## config.mk

```make
export PLATFORM = sky130hd
export DESIGN_NAME = dynamic_sreg_mc
export DESIGN_NICKNAME = d
export VERILOG_FILES = /design/src/rtl/dynamic_sreg_pkg.sv /design/src/rtl/dynamic_sreg_lane.sv /design/src/rtl/dynamic_sreg_mc.sv
export SDC_FILE = /design/constraint.sdc
export NUM_CORES = 1
export LEC_CHECK = 0
export ABC_CLOCK_PERIOD_IN_PS = 3250
export CORE_ASPECT_RATIO = 1.5
export CORE_UTILIZATION = 38
export DETAILED_ROUTE_END_ITERATION = 7
export GPL_TIMING_DRIVEN = 0
export SLEW_MARGIN = 10
export SYNTH_ARGS = -nofsm -noshare
export SYNTH_HDL_FRONTEND = slang
export SYNTH_SLANG_ARGS = --single-unit
```

## constraint.sdc

```tcl
create_clock -name clk -period 3.25 [get_ports clk]
set_input_delay 0.65 -clock clk [delete_from_list [all_inputs] [get_ports clk]]
set_output_delay 0.65 -clock clk [all_outputs]
set_load 0.01 [all_outputs]
```

## src/rtl/dynamic_sreg_pkg.sv

```systemverilog
// Shared constants and helpers for the multi-channel addressable shift register.
// IS_SYNC takes one of the two string constants below. SRL_STYLE_DEF is the
// default storage style attribute. fill_width() gives the fill counter width,
// which must be able to hold the value DEPTH = 2**AW.
package dynamic_sreg_pkg;

  localparam string SYNC_TRUE     = "true";
  localparam string SYNC_FALSE    = "false";
  localparam string SRL_STYLE_DEF = "srl";

  function automatic int fill_width(input int aw);
    return aw + 1;
  endfunction

endpackage

```

## src/rtl/dynamic_sreg_lane.sv

```systemverilog
// One lane of the addressable shift register: DEPTH x DW storage and its tap mux.
// The storage has no reset, so synthesis can map it onto SRL primitives.
// Ports:
//   clk   rising-edge clock
//   ce    shift enable
//   si    sample written into stage 0 on a shift
//   addr  tap select; k reads the sample written k shifts ago
//   so    tap data (combinational)
module dynamic_sreg_lane
  import dynamic_sreg_pkg::*;
#(
  parameter int    AW            = 4,
  parameter int    DW            = 8,
  parameter string SRL_STYLE_VAL = SRL_STYLE_DEF
) (
  input  logic          clk,
  input  logic          ce,
  input  logic [DW-1:0] si,
  input  logic [AW-1:0] addr,
  output logic [DW-1:0] so
);

  localparam int DEPTH = 1 << AW;

  (* srl_style = SRL_STYLE_VAL *) logic [DW-1:0] mem [DEPTH];

  always_ff @(posedge clk) begin
    if (ce) begin
      mem[0] <= si;
      for (int k = 1; k < DEPTH; k++) begin
        mem[k] <= mem[k-1];
      end
    end
  end

  assign so = mem[addr];

endmodule

```

## src/rtl/dynamic_sreg_mc.sv

```systemverilog
// Multi-channel addressable shift register used as a variable-delay alignment
// buffer. NCH lanes share one shift enable. Each lane has its own read tap, so
// each lane can have its own delay of 1..2**AW shifts.
// Ports:
//   clk       rising-edge clock
//   rst       synchronous active-high reset; it has priority over ce
//   ce        shift enable, common to all lanes
//   si        serial input, lane c at [c*DW +: DW]
//   addr      per-lane tap, lane c at [c*AW +: AW]
//   so        per-lane tap data (registered when IS_SYNC = "true")
//   so_valid  lane tap holds a sample written since the last reset
//   full      DEPTH samples have been shifted in since reset
module dynamic_sreg_mc
  import dynamic_sreg_pkg::*;
#(
  parameter int    AW            = 4,
  parameter int    DW            = 8,
  parameter int    NCH           = 2,
  parameter string IS_SYNC       = SYNC_FALSE,
  parameter string SRL_STYLE_VAL = SRL_STYLE_DEF
) (
  input  logic              clk,
  input  logic              rst,
  input  logic              ce,
  input  logic [NCH*DW-1:0] si,
  input  logic [NCH*AW-1:0] addr,
  output logic [NCH*DW-1:0] so,
  output logic [NCH-1:0]    so_valid,
  output logic              full
);

  localparam int             DEPTH   = 1 << AW;
  localparam int             FW      = fill_width(AW);
  localparam logic [FW-1:0]  DEPTH_F = FW'(DEPTH);

  logic [FW-1:0]     fill;
  logic [NCH*DW-1:0] so_c;
  logic [NCH-1:0]    valid_c;

  // fill counts shifts since reset and stops at DEPTH. Once the buffer is
  // full, later shifts only drop the oldest sample, so every tap stays valid.
  always_ff @(posedge clk) begin
    if (rst) begin
      fill <= '0;
    end else if (ce && (fill != DEPTH_F)) begin
      fill <= fill + FW'(1);
    end
  end

  assign full = (fill == DEPTH_F);

  for (genvar c = 0; c < NCH; c++) begin : g_lane
    dynamic_sreg_lane #(
      .AW            (AW),
      .DW            (DW),
      .SRL_STYLE_VAL (SRL_STYLE_VAL)
    ) u_lane (
      .clk  (clk),
      .ce   (ce),
      .si   (si[c*DW +: DW]),
      .addr (addr[c*AW +: AW]),
      .so   (so_c[c*DW +: DW])
    );

    // Tap k holds real data once more than k samples have been shifted in.
    assign valid_c[c] = (fill > {1'b0, addr[c*AW +: AW]});
  end

  if (IS_SYNC == SYNC_TRUE) begin : g_sync
    // The output register samples every cycle, independent of ce, so a change
    // of addr shows up one edge later even while the data is held.
    always_ff @(posedge clk) begin
      if (rst) begin
        so       <= '0;
        so_valid <= '0;
      end else begin
        so       <= so_c;
        so_valid <= valid_c;
      end
    end
  end else begin : g_async
    assign so       = so_c;
    assign so_valid = valid_c;
  end

endmodule
```

==> results.cfg, run 1 <==
[clock_network]
clk_latency_ns = 0.52
cts_tree = done
holdBufCountCts = 0
cts_buffers = 27
clk_pin_slew_ns = 0.06
cts.root.buffer_cell = clkbuf_16
cts_max_level = 1
cts.sinks = 261
clock_path_buffers = 3

[drt]
drc = 0
wl_met1_um = 7510
highest_layer = met4
wl_um = 17900
num_vias = 4592
drt_first_pass_iters = 4
drt_iter0_drc = 351
vias_per_cell = 5.27
dr_wl_met2_um = 9230
met3_length_um = 871
ant_nets = 0
wl_per_cell_um = 20.6

[final_layout]
syn_to_final_growth_pct = 18.1
regArea_mm2 = 0.00779
nFillCells = 2160
drive_above_1_share_pct = 20.8
insertedDiodeCount = 0
multi_input_area_mm2 = 0.00222
final_cell_count_no_fill = 871
final_nets = 558

[synthesis]
syn_nets = 483
ys_warn_count = 0
syn_area_mm2 = 0.0101
async_flop_share_pct = 0
avgSynthCellArea_um2 = 22.7
ys_seq_area_share_pct = 77.0
synth_most_common_cell = edfxtp_1
synth_area_leader_cell = edfxtp_1
synthDistinctLibCells = 23
yosysTopAreaCellShare_pct = 76.0
synth-main-ff-cell = edfxtp_1
ys_top_cells_by_count = edfxtp_1 (256), mux4_2 (36), a22oi_1 (32)
synth-edff-count = 256
syn_inst = 446
ys_top_cells_by_area = edfxtp_1 (76%), mux4_2 (8.0%), mux4_1 (7.3%)
ys_seq_elements = 261

[floorplan]
pin_count = 46
num_rows = 72
core-area_mm2 = 0.0259
fp.dieW_um = 135
die_h_um = 202
start_util_pct = 39.0
die_area_mm2 = 0.0273

[critical_path]
cpPeakStageDelay_ns = 0.61
worstPathArrival_ns = 2.55
critical_path_class = input pin to output pin
critPathSlowestCell = clkdlybuf4s50_1
critical_path.cell_chain = clkdlybuf4s50_1 -> inv_2 -> ha_1 -> o21ai_0 -> a21oi_1 -> or2_2 -> dlygate4sd2_1
cp-end-kind = output pin
start_kind = input pin
path_max_fanout = 3
critical_path_required_ns = 2.60

[sta]
finalSetupViolCount = 0
tightest_slew_ns = 0.600
period_needed_ns = 3.20
fin_crit_sh_pct = 98.5
slew_violations = 0
max_freq_mhz = 312
final.setup_skew_ns = 0.00978
final-hold-violation-count = 0
setup_tns_ns = 0
hold_ws_ns = 0.438
slew-limit-headroom_pct = 60.0

[placement]
dp_hpwl_um = 11500
placed_cells = 824
place_congestion = 0.766
io_buffer_count = 43

[global_route]
grt_usage_pct = 13.7
grt_max_degree = 123
grt_first_pass_wirelength_um = 29000
antenna_found_initial = 0
grt-ovfl-total = 0
grt_pass1_vias = 5038

[run]
maxCapViolCount = 0

[outcome]
outcome = finished, final reports clean

[pwr]
vdd_drop_max_uv = 449
leakage_nw = 4.17
total_power_w = 0.00737
power.density_mw_per_mm2 = 617

[min_path]
hp-class = flip-flop to flip-flop
[metrics by stage]
stage	cell area [µm²]	utilization, %	setup slack (ns)
floorplan	10100	-	0.514
global placement	11000	42.2	-6.33
detailed placement	11000	42.5	-0.389
CTS	11900	45.8	0.000125
global route	11900	46.0	-0.00450
finish	11900	46.0	0.0477
[final cells by class]
class	instances	area share, %
Buffer	16	1.38
Timing Repair Buffer	46	4.30
Inverter	10	0.314
Sequential cell	261	65.2
Multi-Input combinational cell	159	18.6
Tap cell	333	3.49
Clock inverter	12	0.859
Clock buffer	34	5.88
[power by group]
part	internal, W	total, W	switching, W
Combinational	0.000260	0.000499	0.000239
Sequential	0.00393	0.00402	0.0000926
Clock	0.00167	0.00285	0.00118
[layout by cell type, fill, tap and decap left out, types with 2 or more instances in the layout]
master	instances
xor2_1	3
a21oi_1	4
clkbuf_16	27
clkdlybuf4s50_1	31
nand2_1	19
a22oi_2	3
buf_16	2
ha_1	10
dfxtp_1	5
mux4_1	23
nand3_1	2
clkinv_2	4
nor2_1	5
buf_12	2
a22oi_1	29
clkbuf_1	7
mux4_2	41
buf_2	6
nand4_1	4
nor2_4	6
clkinv_1	6
o21ai_0	2
edfxtp_1	256
buf_8	5
bufinv_16	2
buf_6	2
clkbuf_2	2
inv_2	3
inv_1	7
nor2_2	2
dlymetal6s2s_1	8
[what timing repair did]
action / CTS / global route
endpoints found under the setup margin: 18 / 17
setup buffers: 0 / 1
resized for setup: 36 / 19
gates cloned: 0 / 0
[logic make-up (layout without fill, tap and decap cells)]
family / count (synthesis) / after routing / synth area share [%]
AND/OR/NAND/NOR: 41 / 41 / 1.77
multiplexers: 64 / 64 / 15.3
XOR/XNOR: 4 / 4 / 0.346
AO/OA/AOI/OAI: 40 / 40 / 2.80
flip-flops: 261 / 261 / 77.0
adder cells (fa/ha/maj): 10 / 10 / 1.24
buffers and inverters: 26 / 118 / 1.56
[worst paths after layout]
| path | from | to | slack, ns | cells past startpoint |
|---|---|---|---|---|
| worst max-delay path | addr[3] | so_valid[0] | 0.05 | 7 |
| worst min-delay path | g_lane[0].u_lane.mem[2][5] | g_lane[0].u_lane.mem[3][5] | 0.44 | 0 |
| worst max register to register | fill[1] | fill[0] | 1.90 | 6 |
| worst min register to register | g_lane[0].u_lane.mem[2][5] | g_lane[0].u_lane.mem[3][5] | 0.44 | 0 |
[critical path: cells and delay by family]
| family | cells | cell delay [ns] |
|---|---|---|
| adder cells (fa/ha/maj) | 1 | 0.33 |
| buffers and inverters | 3 | 1.03 |
| AO/OA/AOI/OAI | 2 | 0.25 |
| AND/OR/NAND/NOR | 1 | 0.30 |
[routing by layer]
metal / vias to the layer above / global-route usage [%]
li1: 2058 / -
met1: 2397 / 18.0
met2: 108 / 23.0
met3: 29 / 2.66
met4: 0 / 3.57
met5: - / 0
[state kept, by name (all words and copies together) (netlist names)]
signal and count:
fill 5, g_lane.u_lane.mem 256
Note: power is estimated with default switching activity, not from simulation.
==> inputs of run 2 (changes only) <==
--- a/config.mk
+++ b/config.mk
@@ -8,9 +8,10 @@
 export ABC_CLOCK_PERIOD_IN_PS = 3250
 export CORE_ASPECT_RATIO = 1.5
 export CORE_UTILIZATION = 38
+export CTS_BUF_LIST = sky130_fd_sc_hd__clkbuf_2 sky130_fd_sc_hd__clkbuf_4 sky130_fd_sc_hd__clkbuf_8
 export DETAILED_ROUTE_END_ITERATION = 7
 export GPL_TIMING_DRIVEN = 0
-export SLEW_MARGIN = 10
+export SLEW_MARGIN = 40
 export SYNTH_ARGS = -nofsm -noshare
 export SYNTH_HDL_FRONTEND = slang
 export SYNTH_SLANG_ARGS = --single-unit
==> run 2 against run 1 <==
Hold slack worse by 0.0034 ns. Final cell count grew 3.3%. Power is 2.5% lower. Clock power is 6% lower. Final area is 0.30% lower. Clock-buffer cell count grew 23. Register-to-register slack about the same. Critical path type unchanged. Critical endpoint is now so[13]. Largest power group unchanged.
==> results.cfg, run 2 (synthesis gave the netlist of run 1 again) <==
[floorplan]
num_rows = 72
fp.dieW_um = 135
core-area_mm2 = 0.0259
pin_count = 46
start_util_pct = 39.0
die_area_mm2 = 0.0273
die_h_um = 202

[final_layout]
syn_to_final_growth_pct = 17.7
design_area_mm2 = 0.0119
top_register = g_lane.u_lane.mem
drive_above_1_share_pct = 23.6
final_cell_mix = edfxtp_1 (256), clkbuf_8 (45), mux4_2 (39)
final_common_cell = edfxtp_1
final_nets = 573
largest_reg_flops = 256
insertedDiodeCount = 0
final_core_util_pct = 45.9
reg_top3 = g_lane.u_lane.mem (256), fill (5)

[sta]
hold_ws_ns = 0.434
slew_violations = 0
final.setup_skew_ns = 0.0184
slew-limit-headroom_pct = 68.4
tightest_slew_ns = 0.474
period_needed_ns = 3.15
rsz0062_at_grt = no
max_freq_mhz = 317
fin_crit_sh_pct = 97.0
setup_tns_ns = 0
final-hold-violation-count = 0
fin_ws_ns = 0.0967
finalSetupViolCount = 0

[placement]
place_congestion = 0.766
dpl_worst_slack_ns = -0.396
dp_hpwl_um = 11600
place_area_mm2 = 0.0110
io_buffer_count = 43

[clock_network]
cts_max_level = 2
cts_buffers = 42
holdBufCountCts = 0
clock_path_buffers = 3
post_cts_buffers = 0
cts.sinks = 261
cts.root.buffer_cell = clkbuf_8
cts_tree = done
clk_latency_ns = 0.53
clk_pin_slew_ns = 0.06

[global_route]
grt-ovfl-total = 0
grt_first_pass_wirelength_um = 29500
grt_usage_pct = 14.2
grt_pass1_vias = 5202
grt_max_degree = 89
antenna_found_initial = 1

[critical_path]
start_kind = input pin
cp-end-kind = output pin
worstPathArrival_ns = 2.50
path_max_fanout = 10
critical_path_required_ns = 2.60
critical_path_class = input pin to output pin

[outcome]
outcome = finished, final reports clean

[drt]
vias_per_cell = 5.28
ant_nets = 0
drt_first_pass_iters = 4
num_vias = 4750
drc = 0
wl_per_cell_um = 20.5
wl_um = 18400
drt_iter0_drc = 379

[pwr]
leakage_nw = 4.18
vdd_drop_max_uv = 348
power.density_mw_per_mm2 = 603

[run]
maxCapViolCount = 0

[min_path]
hp-class = flip-flop to flip-flop
## run 2: final timing paths
path | start | endpoint | slack, ns | depth (start not counted)
hold reg to reg | g_lane[1].u_lane.mem[11][5] | g_lane[1].u_lane.mem[12][5] | 0.43 | 0
hold / removal | g_lane[1].u_lane.mem[11][5] | g_lane[1].u_lane.mem[12][5] | 0.43 | 0
setup / recovery | addr[4] | so[13] | 0.1 | 7
setup reg to reg | fill[0] | fill[2] | 1.91 | 6
## run 2: worst max-delay path, stage by stage
cell	delay (ns)
clkdlybuf4s15_2	0.23
buf_6	0.15
buf_12	0.16
mux4_2	0.50
a22oi_1	0.24
nand2_1	0.09
clkdlybuf4s50_1	0.47
## run 2: timing repair
item / in CTS / in global routing
setup endpoints to repair: 18 / 5
gates resized for setup: 40 / 7
pin swaps: 0 / 1
cloned: 0 / 0
## run 2: final cells by class
cell class	instances	area [µm²]
clock inverter	18	75.1
inverter	10	37.5
multi-input combinational	159	2200
tap	333	417
fill	2174	14000
timing repair buffer	46	513
sequential	261	7790
buffer	16	165
clock buffer	57	709
## run 2: report_power, final
part	switching, W	leakage, nW	total, W	internal (W)
logic	0.000239	1.21	0.000492	0.000253
registers	0.0000941	2.55	0.00402	0.00393
clock network	0.00126	0.421	0.00267	0.00141
## run 2: metrics by stage
stage	power [W]	std cells
global placement	0.00459	822
CTS	0.00730	900
detailed placement	0.00458	825
global route	0.00749	900
finish	0.00718	900
floorplan	0.00430	446
## run 2: metal layers
layer | global-route usage (%) | share of wire, %
met5 | 0 | 0.070
met4 | 5.02 | 2.1
met3 | 3.51 | 4.6
met2 | 23.4 | 52
met1 | 18.0 | 42
==> inputs of run 3 (changes only) <==
--- a/config.mk
+++ b/config.mk
@@ -9,6 +9,7 @@
 export CORE_ASPECT_RATIO = 1.5
 export CORE_UTILIZATION = 38
 export CTS_BUF_LIST = sky130_fd_sc_hd__clkbuf_2 sky130_fd_sc_hd__clkbuf_4 sky130_fd_sc_hd__clkbuf_8
+export CTS_CLUSTER_DIAMETER = 150
 export DETAILED_ROUTE_END_ITERATION = 7
 export GPL_TIMING_DRIVEN = 0
 export SLEW_MARGIN = 40
==> results of run 3 <==
The final DEF is identical to that of run 2; final timing and power are the same.
